==> src/rtl/yasac_port_uart_tx.sv <==
// rtl/yasac_port_uart_tx.sv - byte FIFO feeding an 8N1 serial transmitter
module yasac_port_uart_tx #(
  parameter int CLKS_PER_BIT = 434,
  parameter int FIFO_DEPTH   = 4
) (
  input  logic                          CLK,
  input  logic                          RESET,
  input  logic [7:0]                    PORT_DATA,
  input  logic                          PORT_WE,
  output logic                          TXD,
  output logic                          BUSY,
  output logic                          FULL,
  output logic                          EMPTY,
  output logic [$clog2(FIFO_DEPTH):0]   COUNT,
  output logic                          OVERRUN
);

  localparam int               AW        = $clog2(FIFO_DEPTH);
  localparam logic [AW:0]      DEPTH_C   = (AW+1)'(FIFO_DEPTH);
  localparam logic [15:0]      BAUD_LAST = 16'(CLKS_PER_BIT - 1);

  typedef enum logic [1:0] {S_IDLE, S_START, S_DATA, S_STOP} state_t;

  state_t          r_state;
  logic [15:0]     r_baud;
  logic [2:0]      r_bit_idx;
  logic [7:0]      r_shift;
  logic            r_txd;
  logic            r_busy;
  logic [7:0]      r_mem [FIFO_DEPTH];
  logic [AW-1:0]   r_wr_ptr;
  logic [AW-1:0]   r_rd_ptr;
  logic [AW:0]     r_count;
  logic            r_overrun;

  logic w_bit_end;
  logic w_empty;
  logic w_full;
  logic w_pop;
  logic w_push;
  logic w_drop;

  assign w_bit_end = (r_baud == BAUD_LAST);
  assign w_empty   = (r_count == '0);
  assign w_full    = (r_count == DEPTH_C);
  // A pop frees a slot on the same edge, so a write to a full FIFO still lands.
  assign w_pop     = RESET && !w_empty &&
                     ((r_state == S_IDLE) || ((r_state == S_STOP) && w_bit_end));
  assign w_push    = RESET && PORT_WE && (!w_full || w_pop);
  assign w_drop    = RESET && PORT_WE && w_full && !w_pop;

  always_ff @(posedge CLK) begin
    if (w_push) begin
      r_mem[r_wr_ptr] <= PORT_DATA;
    end
  end

  always_ff @(posedge CLK) begin
    if (!RESET) begin
      r_wr_ptr  <= '0;
      r_rd_ptr  <= '0;
      r_count   <= '0;
      r_overrun <= 1'b0;
    end else begin
      if (w_push) r_wr_ptr <= r_wr_ptr + 1'b1;
      if (w_pop)  r_rd_ptr <= r_rd_ptr + 1'b1;
      case ({w_push, w_pop})
        2'b10:   r_count <= r_count + 1'b1;
        2'b01:   r_count <= r_count - 1'b1;
        default: r_count <= r_count;
      endcase
      if (w_drop) r_overrun <= 1'b1;
    end
  end

  always_ff @(posedge CLK) begin
    if (!RESET) begin
      r_state   <= S_IDLE;
      r_baud    <= '0;
      r_bit_idx <= '0;
      r_shift   <= '0;
      r_txd     <= 1'b1;
      r_busy    <= 1'b0;
    end else begin
      case (r_state)
        S_IDLE: begin
          r_baud <= '0;
          if (w_pop) begin
            r_shift <= r_mem[r_rd_ptr];
            r_state <= S_START;
            r_txd   <= 1'b0;
            r_busy  <= 1'b1;
          end
        end
        S_START: begin
          if (w_bit_end) begin
            r_baud    <= '0;
            r_bit_idx <= '0;
            r_state   <= S_DATA;
            r_txd     <= r_shift[0];
          end else begin
            r_baud <= r_baud + 16'd1;
          end
        end
        S_DATA: begin
          if (w_bit_end) begin
            r_baud <= '0;
            if (r_bit_idx == 3'd7) begin
              r_state <= S_STOP;
              r_txd   <= 1'b1;
            end else begin
              r_bit_idx <= r_bit_idx + 3'd1;
              r_txd     <= r_shift[r_bit_idx + 3'd1];
            end
          end else begin
            r_baud <= r_baud + 16'd1;
          end
        end
        S_STOP: begin
          if (w_bit_end) begin
            r_baud <= '0;
            if (w_pop) begin
              r_shift <= r_mem[r_rd_ptr];
              r_state <= S_START;
              r_txd   <= 1'b0;
            end else begin
              r_state <= S_IDLE;
              r_txd   <= 1'b1;
              r_busy  <= 1'b0;
            end
          end else begin
            r_baud <= r_baud + 16'd1;
          end
        end
        default: begin
          r_state <= S_IDLE;
          r_txd   <= 1'b1;
          r_busy  <= 1'b0;
        end
      endcase
    end
  end

  assign TXD     = r_txd;
  assign BUSY    = r_busy;
  assign FULL    = w_full;
  assign EMPTY   = w_empty;
  assign COUNT   = r_count;
  assign OVERRUN = r_overrun;

endmodule

==> config.mk <==
export PLATFORM = sky130hd
export DESIGN_NAME = yasac_port_uart_tx
export DESIGN_NICKNAME = d
export VERILOG_FILES = /design/src/rtl/yasac_port_uart_tx.sv
export SDC_FILE = /design/constraint.sdc
export NUM_CORES = 1
export LEC_CHECK = 0
export BUFFER_PORTS_ARGS = -buffer_cell sky130_fd_sc_hd__buf_4
export CORE_ASPECT_RATIO = 0.9
export CORE_MARGIN = 1.5
export CORE_UTILIZATION = 45
export CTS_CLUSTER_DIAMETER = 150
export DETAILED_ROUTE_END_ITERATION = 10
export GPL_ROUTABILITY_DRIVEN = 0
export HOLD_SLACK_MARGIN = 0.03
export PLACE_DENSITY = 0.61
export SLEW_MARGIN = 40
export SYNTH_ARGS = -nofsm -noshare
export SYNTH_HDL_FRONTEND = slang
export SYNTH_SLANG_ARGS = --single-unit
==> constraint.sdc <==
create_clock -name CLK -period 2.6 [get_ports CLK]
set_input_delay 0.52 -clock CLK [delete_from_list [all_inputs] [get_ports CLK]]
set_output_delay 0.52 -clock CLK [all_outputs]
set_load 0.05 [all_outputs]
* After elaboration in Yosys (flattened, before gate mapping) *
Memories as Yosys holds them, arrays and structs flattened. A register that Yosys moved wholly into a read port is not among the register bits.
Index checks and enable logic that the tools add are counted.

storage, ports and cells
  ROM bits = 0
  logic and storage cells = 90
  memory bits (writable) = 32
  latch bits = 0
  bits of input ports = 11
  memories = 1
  flip-flop bits (word level) = 39

cells by class
  order comparisons = 1
  mux-type cells = 34
  equality and inequality tests = 15
  shifts and indexed selects = 0
  reductions and logical operators = 23
  multiply operators = 0
  bitwise gates (word level) = 0
  divide/modulo/power cells = 0
  add/subtract/negate cells = 6

memories
  name   depth  width  rd ports  clocked after memory_dff  write ports  RTL line  source
  r_mem  4      8      1         1                         1            30        logic [7:0] r_mem [FIFO_DEPTH];

operator list
  operator                                                                       number
  16-bit one-hot mux with 2 select lines                                         1
  16-bit by 1-bit adder with 16-bit output (second input constant)               1
  16-bit by 9-bit equality test with 1-bit output (second input constant)        1
  16-bit two-way mux                                                             1
  8-bit two-way mux                                                              2
  8-bit one-hot mux with 2 select lines                                          1
  2-bit two-way mux                                                              7
  2-bit != test (second input constant)                                          7
  1-bit two-way mux                                                              13
  3-bit one-hot mux with 2 select lines                                          2
  4-bit AND reduction                                                            3
  3-bit two-way mux                                                              3
  2-bit one-hot mux with 4 select lines                                          1
  1-bit logical AND                                                              7
  3-bit by 1-bit adder with 3-bit output (second input constant)                 2
  2-bit equality test (second input constant)                                    3
  3-bit equality test (second input constant)                                    2
  2-bit nonzero test                                                             3
  5-bit AND reduction                                                            1
  2-bit by 1-bit adder with 2-bit output (second input constant)                 2
  2-bit by 1-bit equality test with 1-bit output (second input constant)         2
  3-bit by 4-bit less-than comparator with 1-bit output (second input constant)  1
  1-bit one-hot mux with 4 select lines                                          1
  1-bit binary-select mux with 3-bit select                                      1
  other kinds (8)                                                                11

* Longest topological paths before layout *
Gate-level depths: netlist of the first run.

  word-level depth = 8
  mapped depth = 13
  mapped depth without buffers = 12

* Least setup slack after synthesis of the first run *
OpenSTA, ideal clock, no wires.

  path type = register to register
  start = register r_count[2] (netlist: COUNT[2])
  end = register r_count[2] (netlist: COUNT[2])
  slack = -1,226 ps
  arrival = 3,755 ps
  stages on the path, launching flop included = 11
  cell sequence = dfxtp_1 nor3b_1 a21boi_0 a31o_2 nand2_1 ha_1 inv_1 fa_1 xor2_1 or3_1 a21oi_1

on the way
  elaborated cells on any way between the ends = 14
  classes of those cells = add/sub: 2; eq/ne: 3; mux: 1; reduce/logical: 8

RTL lines
  what                                                                                          RTL line  source
  start: declaration                                                                            33        logic [AW:0] r_count;
  start signal: assignment                                                                      68        2'b10: r_count <= r_count + 1'b1;
  start signal: assignment                                                                      69        2'b01: r_count <= r_count - 1'b1;
  start signal: assignment                                                                      70        default: r_count <= r_count;
  3-bit equality test (*)                                                                       45        assign w_full = (r_count == DEPTH_C);
  net FULL                                                                                      12        output logic FULL,
  1-bit logical NOT (*)                                                                         49        assign w_push = RESET && PORT_WE && (!w_full || w_pop);
  1-bit logical OR (*)                                                                          49
  1-bit logical AND (*)                                                                         49
  2-bit by 1-bit equality test with 1-bit output / 2-bit equality test (equally long branches)  67        case ({w_push, w_pop})
  3-bit one-hot mux with 2 select lines / 2-bit nonzero test (equally long branches)            -

The timed path passes the listed nets; every way through them passes the cells marked *.
A chain may end at the register's enable or synchronous reset.

* Final worst setup path of the first run *
  start = register r_baud[1]
  end = register r_count[2] (netlist: COUNT[2])

on the way
  cells in the longest elaborated chain, start to end = 8
  elaborated cells on any way between the ends = 10
  classes of those cells = eq/ne: 3; mux: 1; reduce/logical: 6

RTL lines
  what                                                                                          RTL line  source
  start: declaration                                                                            25        logic [15:0] r_baud;
  start signal: assignment                                                                      102       r_baud <= r_baud + 16'd1;
  start signal: assignment                                                                      116       r_baud <= r_baud + 16'd1;
  start signal: assignment                                                                      132       r_baud <= r_baud + 16'd1;
  16-bit by 9-bit equality test with 1-bit output (*)                                           43        assign w_bit_end = (r_baud == BAUD_LAST);
  1-bit logical AND (*)                                                                         48        ((r_state == S_IDLE) || ((r_state == S_STOP) && w_bit_end));
  1-bit logical OR (*)                                                                          48
  1-bit logical AND (*)                                                                         47        assign w_pop = RESET && !w_empty &&
  net w_pop                                                                                     39        logic w_pop;
  1-bit logical OR                                                                              49
  1-bit logical AND                                                                             49
  2-bit by 1-bit equality test with 1-bit output / 2-bit equality test (equally long branches)  67
  3-bit one-hot mux with 2 select lines / 2-bit nonzero test (equally long branches)            -

Marks and branches as above.

==> results.json, run 1 <==
{
  "cp.arrival_ns": 2.95,
  "vias": 2200,
  "synthCells": 280,
  "antenna_left": 0,
  "globalRouteOverflowTotal": 0,
  "wl_per_cell_um": 13.8,
  "max_stage_delay_ns": 0.45,
  "clock_latency_ns": 0.35,
  "p_leak_nw": 1.47,
  "worst_pin_slew_ns": 0.606,
  "cts_root_buf": "clkbuf_8",
  "worstPathRequired_ns": 2.88,
  "relSlewSlack_pct": 59.5,
  "clock_sinks": 73,
  "num_antenna_cells": 0,
  "hold_path.class": "primary input to register",
  "status": "complete, but fails checks",
  "cpLargestDelayFamily": "simple AND/OR/NAND/NOR gates",
  "finalHoldViolations": 0,
  "cp-start-kind": "register",
  "dr.pass1.iters": 4,
  "preCtsSetupSlack_ns": -0.207,
  "fin_crit_sh_pct": 103,
  "dieHeight_um": 83.6,
  "viasPerCell": 5.12,
  "syn_nets": 306,
  "core_area_sq_mm": 0.00700,
  "drc_errors": 0,
  "hold_buffers": 0,
  "htree_levels": 3,
  "antenna_found_initial": 0,
  "peakVddDrop_mv": 0.488,
  "synth_area_sq_mm": 0.00325,
  "cts_tree": "built",
  "ys_types": 46,
  "fill_cells": 599,
  "crit_path_max_fanout": 2,
  "max_freq_ghz": 0.374,
  "area_growth_pct": 23.2,
  "crit_start": "r_baud[1]",
  "maxSlewViolCount": 0,
  "hold_ws_ns": 0.366,
  "timing.final.crit_period_ns": 2.67,
  "grt_pass1_vias": 2069,
  "finClkSkew_ns": 0.00403,
  "violations": "setup timing",
  "cap_violations": 0,
  "first_iter_violations": 134,
  "fin_cells": 430,
  "boundaryPins": 19,
  "port_buffers": 18,
  "fin_ws_ns": -0.0718,
  "hpwl_mm": 4.26,
  "hold_start": "PORT_DATA[6]",
  "start_util_pct": 46.4,
  "reg2reg_from": "r_baud[1]",
  "yosys_warnings": 0,
  "clk_path_buf_depth": 2,
  "ys_seq_area_share_pct": 54.9,
  "drt_wl_total_mm": 5.92,
  "power-per-cell-area_mw_per_mm2": 919,
  "slowest_stage": "or4b_4",
  "setup_viol": 2,
  "cp.buffers_inverters": 2,
  "syn_avg_cell_area_sq_um": 11.6,
  "cts_made_buffers": 9,
  "die-area_sq_mm": 0.00774,
  "crit_chain": "inv_2 -> ha_4 -> or4b_4 -> and4b_2 -> a21oi_4 -> nor3_4 -> ha_2 -> inv_2 -> fa_2 -> xor2_1 -> or3_1 -> a21oi_1",
  "drive_above_1_share_pct": 29.1,
  "rsz0062_at_grt": "true",
  "nNetsFinal": 358,
  "grt_pass1_wl_mm": 10.2,
  "rows": 29,
  "grt_use_total_pct": 17.2,
  "crit_top_cell": "inv_2",
  "place_inst": 411,
  "cp-end-kind": "register",
  "die_w_um": 92.6,
  "grt_max_degree": 21,
  "worst-setup-path-type": "register to register",
  "ys_ff_latch": 73,
  "clk_pin_slew_worst_paths_ns": 0.08
}
cell usage after synthesis (all sizes together):
| cell type | n | share of area [%] |
|---|---|---|
| dfxtp | 41 | 25 |
| edfxtp | 32 | 30 |
| a211oi | 1 | 0.23 |
| clkbuf | 7 | 0.92 |
| nand2 | 18 | 2.1 |
| a21boi | 3 | 0.69 |
| mux2i | 5 | 1.9 |
| a21o | 1 | 0.23 |
| nor3b | 1 | 0.23 |
| buf | 4 | 0.73 |
| o22ai | 1 | 0.19 |
| o21ai | 15 | 2.3 |
| a21oi | 9 | 1.7 |
| or4 | 1 | 0.23 |
| nor4 | 3 | 0.58 |
| and3 | 4 | 0.77 |
| a222oi | 1 | 0.31 |
| and4 | 3 | 0.81 |
| fa | 1 | 0.62 |
| a31o | 1 | 0.27 |
| xnor2 | 8 | 2.2 |
| nor2 | 29 | 3.4 |
| and4b | 1 | 0.31 |
| xor2 | 8 | 2.2 |
| inv | 15 | 1.7 |
| mux4 | 10 | 6.9 |
| and2 | 2 | 0.42 |
| o31ai | 2 | 0.46 |
| or3 | 3 | 0.58 |
| nand4b | 1 | 0.27 |
| nand3 | 15 | 2.3 |
| or4b | 1 | 0.42 |
| a31oi | 3 | 0.58 |
| nand4 | 3 | 0.58 |
| nor3 | 7 | 1.2 |
| o221a | 1 | 0.35 |
| nor2b | 4 | 0.77 |
| a211o | 1 | 0.27 |
| ha | 14 | 5.4 |
routing by layer:
metal / vias up / share of wire, % / GRT usage, % / wire [um]
met4: 0 / 1.0 / 7.13 / 60
met2: 42 / 45 / 25.2 / 2630
met5: - / 0 / 0 / 0
met3: 6 / 4.0 / 5.46 / 239
met1: 1038 / 50 / 23.6 / 2980
li1: 1114 / - / - / -
path summary, 6_finish.rpt:
check / depth (start not counted) / end / slack (ns)
setup / recovery: 12 / COUNT[2] / -0.07
hold / removal: 1 / r_mem[1][6] / 0.37
setup reg to reg: 12 / COUNT[2] / -0.07
hold reg to reg: 2 / r_shift[4] / 0.46
sequential cells by signal, indices dropped and copies added, names as in the netlist, named ones only:
signal / flops
r_state: 2
r_bit_idx: 3
r_rd_ptr: 2
BUSY: 1
COUNT: 3
TXD: 1
r_shift: 8
r_wr_ptr: 2
OVERRUN: 1
r_baud: 16
r_mem: 32
cells by family (layout without fill, tap and decap cells):
group                    Yosys count  count (layout)  synth area share, %
adder cells (fa/ha/maj)           15              15                 6.01
AND/OR/NAND/NOR                   96              96                 14.9
XOR/XNOR                          16              16                 4.31
buffers and inverters             26              83                 3.39
AO/OA/AOI/OAI                     39              39                 7.63
flip-flops                        73              73                 54.9
multiplexers                      15              15                 8.86
worst register-to-register path, cell delays in order (launching register included):
cell and delay [ns]:
dfxtp_2 0.33, inv_2 0.06, ha_4 0.10, or4b_4 0.45, and4b_2 0.33, a21oi_4 0.07, nor3_4 0.13, ha_2 0.21
inv_2 0.04, fa_2 0.32, xor2_1 0.15, or3_1 0.30, a21oi_1 0.11
where the power goes:
group          total (mW)  switching [mW]  internal, mW
Combinational        1.29           0.716         0.573
Sequential           1.51           0.153          1.35
Clock               0.882           0.432         0.451
Total                3.68            1.30          2.38
stage by stage:
step	power [mW]	setup TNS (ns)	cell area, sq um	util, %
floorplan	2.36	-0.154	3270	-
global placement	2.74	-0.135	3750	53.6
finish	3.68	-0.0924	4000	57.1
detailed placement	2.76	-0.216	3750	53.6
CTS	3.69	-0.199	3990	56.9
global route	3.92	-0.363	4000	57.1
cell usage in the layout (no fill, tap or decap), types with 4 or more instances in the layout:
| cell | synthesis | final |
|---|---|---|
| o21ai_0 | 15 | 15 |
| dfxtp_1 | 41 | 36 |
| inv_1 | 15 | 13 |
| nand2_1 | 18 | 18 |
| dfxtp_2 | 0 | 4 |
| nand3_1 | 15 | 15 |
| edfxtp_1 | 32 | 32 |
| nor2b_1 | 4 | 4 |
| mux2i_1 | 4 | 4 |
| buf_12 | 0 | 4 |
| a21oi_1 | 8 | 8 |
| nor3_1 | 6 | 5 |
| clkbuf_8 | 0 | 9 |
| xor2_1 | 8 | 8 |
| mux4_2 | 10 | 10 |
| ha_1 | 14 | 12 |
| and3_1 | 4 | 4 |
| nor2_1 | 29 | 29 |
| buf_4 | 0 | 48 |
| xnor2_1 | 8 | 8 |
final cells by class:
cell class	count	area, sq um	share of cell area [%]
inverter	15	56.3	1.41
sequential	73	1790	44.7
timing repair buffer	52	440	11.0
multi-input combinational	181	1400	34.9
tap	93	116	2.91
clock buffer	9	124	3.10
clock inverter	7	76.3	1.91
timing repair:
item	CTS	global route
endpoints found under the setup margin	2	2
gates resized for setup	7	1
setup buffers	2	1
pin swaps	6	2
cloned	0	0
No activity file was read; power rests on OpenSTA's default activity.
==> run 2, diff against run 1 <==
CELL_PAD_IN_SITES_DETAIL_PLACEMENT = 1   (was default)
CELL_PAD_IN_SITES_GLOBAL_PLACEMENT = 1   (was default)
CORE_UTILIZATION = 40   (was 45)
PLACE_DENSITY = 0.66   (was 0.61)
==> run 2 against run 1 <==
Against the previous run: the flow still finishes with violations (setup timing); via count increased by 3.5%; worst setup slack worse by 0.12 ns; sequential cell count is the same; total power up 0.42%; global-route usage shrank 0.43 points; critical endpoint unchanged; highest routed layer unchanged.
==> results.json, run 2 (synthesis gave the netlist of run 1 again) <==
{
  "status": "complete, but fails checks",
  "violations": "setup timing",
  "area_growth_pct": 26.0,
  "first_iter_violations": 64,
  "clk_pin_slew_worst_paths_ns": 0.08,
  "clock_sinks": 73,
  "seq_power_share_pct": 40.8,
  "grt_busiest_layer": "met2",
  "top_register": "r_mem",
  "reg2reg_from": "r_baud[1]",
  "sw_frac_of_total_pct": 37.0,
  "timing.final.crit_period_ns": 2.79,
  "crit_path_max_fanout": 2,
  "clock_latency_ns": 0.35,
  "globalRouteOverflowTotal": 0,
  "layout_common_cells": "buf_4 (57), dfxtp_1 (36), edfxtp_1 (32)",
  "dr.pass1.iters": 4,
  "preCtsSetupSlack_ns": -0.282,
  "maxSlewViolCount": 0,
  "hold_depth": 1,
  "vias": 2278,
  "nNetsFinal": 368,
  "drive_above_1_share_pct": 31.4,
  "fin_crit_sh_pct": 107,
  "cp-start-kind": "register",
  "worstPathRequired_ns": 2.88,
  "cts_root_buf": "clkbuf_8",
  "fin_ws_ns": -0.193,
  "worst_pin_slew_ns": 0.631,
  "boundaryPins": 19,
  "pwr-share-clk_pct": 21.8,
  "combinationalPowerShare_pct": 37.3,
  "start_util_pct": 42.2,
  "hpwl_mm": 4.85,
  "hold_end": "r_mem[0][4]",
  "power-per-cell-area_mw_per_mm2": 902,
  "grt_pass1_vias": 2310,
  "rows": 30,
  "intPower_mw": 2.32,
  "r2r_cells": 12,
  "fin_cells": 443,
  "cp-end-kind": "register",
  "clk_path_buf_depth": 2,
  "core_area_sq_mm": 0.00769,
  "viasPerCell": 5.14,
  "htree_levels": 3,
  "final_common_cell": "buf_4",
  "fill_cells": 819,
  "cts_made_buffers": 9,
  "cp.arrival_ns": 3.07,
  "power.switching_mw": 1.37,
  "grtUsageMet1_pct": 21.6,
  "hold_buffers": 0,
  "largest_reg_flops": 32,
  "r2r_end": "COUNT[2]",
  "setup_tns_ns": -0.193,
  "grt_pass1_wl_mm": 11.1,
  "grt_use_total_pct": 16.8,
  "die-area_sq_mm": 0.00867,
  "setup_viol": 1,
  "finalHoldViolations": 0,
  "wl_per_cell_um": 15.8,
  "finClkSkew_ns": 0.0144,
  "utilization_pct": 53.2,
  "hold_start": "PORT_DATA[4]",
  "rsz0062_at_grt": "true",
  "port_buffers": 18,
  "hold_path.class": "primary input to register",
  "die_w_um": 98.0,
  "relSlewSlack_pct": 57.8,
  "max_freq_ghz": 0.358,
  "p_leak_nw": 1.52,
  "dieHeight_um": 88.5,
  "drt_wl_total_mm": 7.01,
  "peakVddDrop_mv": 0.445,
  "num_antenna_cells": 0,
  "grtUsageMet3_pct": 4.98,
  "cap_violations": 0,
  "worst-setup-path-type": "register to register",
  "place_inst": 418,
  "reg_top3": "r_mem (32), r_baud (16), r_shift (8)",
  "cts_tree": "built",
  "r2r_slack_ns": -0.19,
  "drc_errors": 0,
  "met2_usage_pct": 27.8,
  "antenna_found_initial": 0,
  "grt_max_degree": 21,
  "antenna_left": 0
}
## run 2: cell types whose count changed in the layout (fill, tap and decap cells not counted), sizes merged
cell / before / now
clkbuf: 9 / 10
buf: 52 / 62
inv: 18 / 17
clkinv: 1 / 2
bufinv: 1 / 0
## run 2: repair_timing
action                                  in CTS  in global routing
buffers inserted                             2                  7
endpoints found under the setup margin       2                  2
pin swaps                                    4                  5
cloned                                       0                  0
resized for setup                            7                  7
## run 2: per-stage QoR
step                      area [sq um]  power [mW]  hold WS (ns)
after CTS                         4000        3.66         0.346
after global placement            3790        2.78         0.445
after global routing              4090        3.91         0.343
after floorplan                   3270        2.36         0.419
final                             4090        3.69         0.365
after detailed placement          3790        2.81         0.460
## run 2: power groups by stage
| stage | clock [mW] | combinational (mW) | sequential [mW] |
|---|---|---|---|
| floorplan | 0 | 0.784 | 1.58 |
| global placement | 0 | 1.25 | 1.53 |
| detailed placement | 0 | 1.27 | 1.53 |
| CTS | 0.834 | 1.32 | 1.51 |
| global route | 0.875 | 1.50 | 1.53 |
| finish | 0.806 | 1.38 | 1.51 |
## run 2: worst max path at each step
stage,endpoint,from,cells past startpoint,slack [ns]
after floorplan,COUNT[2],r_baud[1],13,-0.15
after global placement,COUNT[2],r_baud[1],12,-0.15
after detailed placement,COUNT[2],r_baud[1],12,-0.28
after CTS,COUNT[2],r_baud[1],12,-0.27
after global routing,COUNT[2],r_baud[1],12,-0.29
final,COUNT[2],r_baud[1],12,-0.19
## run 2: layer usage
layer | wire [um] | share of wire (%)
met1 | 3390 | 48
met2 | 3380 | 48
met3 | 171 | 2.4
met4 | 72 | 1.0
met5 | 0 | 0
## run 2: worst max-delay path, stage by stage (launching register included)
cell	delay [ns]
dfxtp_2	0.33
inv_2	0.05
ha_4	0.11
or4b_4	0.45
and4b_2	0.35
a21oi_4	0.08
nor3_4	0.19
ha_4	0.17
inv_2	0.03
fa_2	0.34
xor2_1	0.17
or3_1	0.33
a21oi_2	0.12
## run 2: layout make-up
class                      count  area (sq um)  share of cell area (%)
timing repair buffer          62           519                    12.7
sequential                    73          1790                    43.8
clock buffer                  10           128                    3.12
tap                           96           120                    2.94
clock inverter                 6          50.0                    1.22
multi-input combinational    181          1430                    34.9
inverter                      15          56.3                    1.38
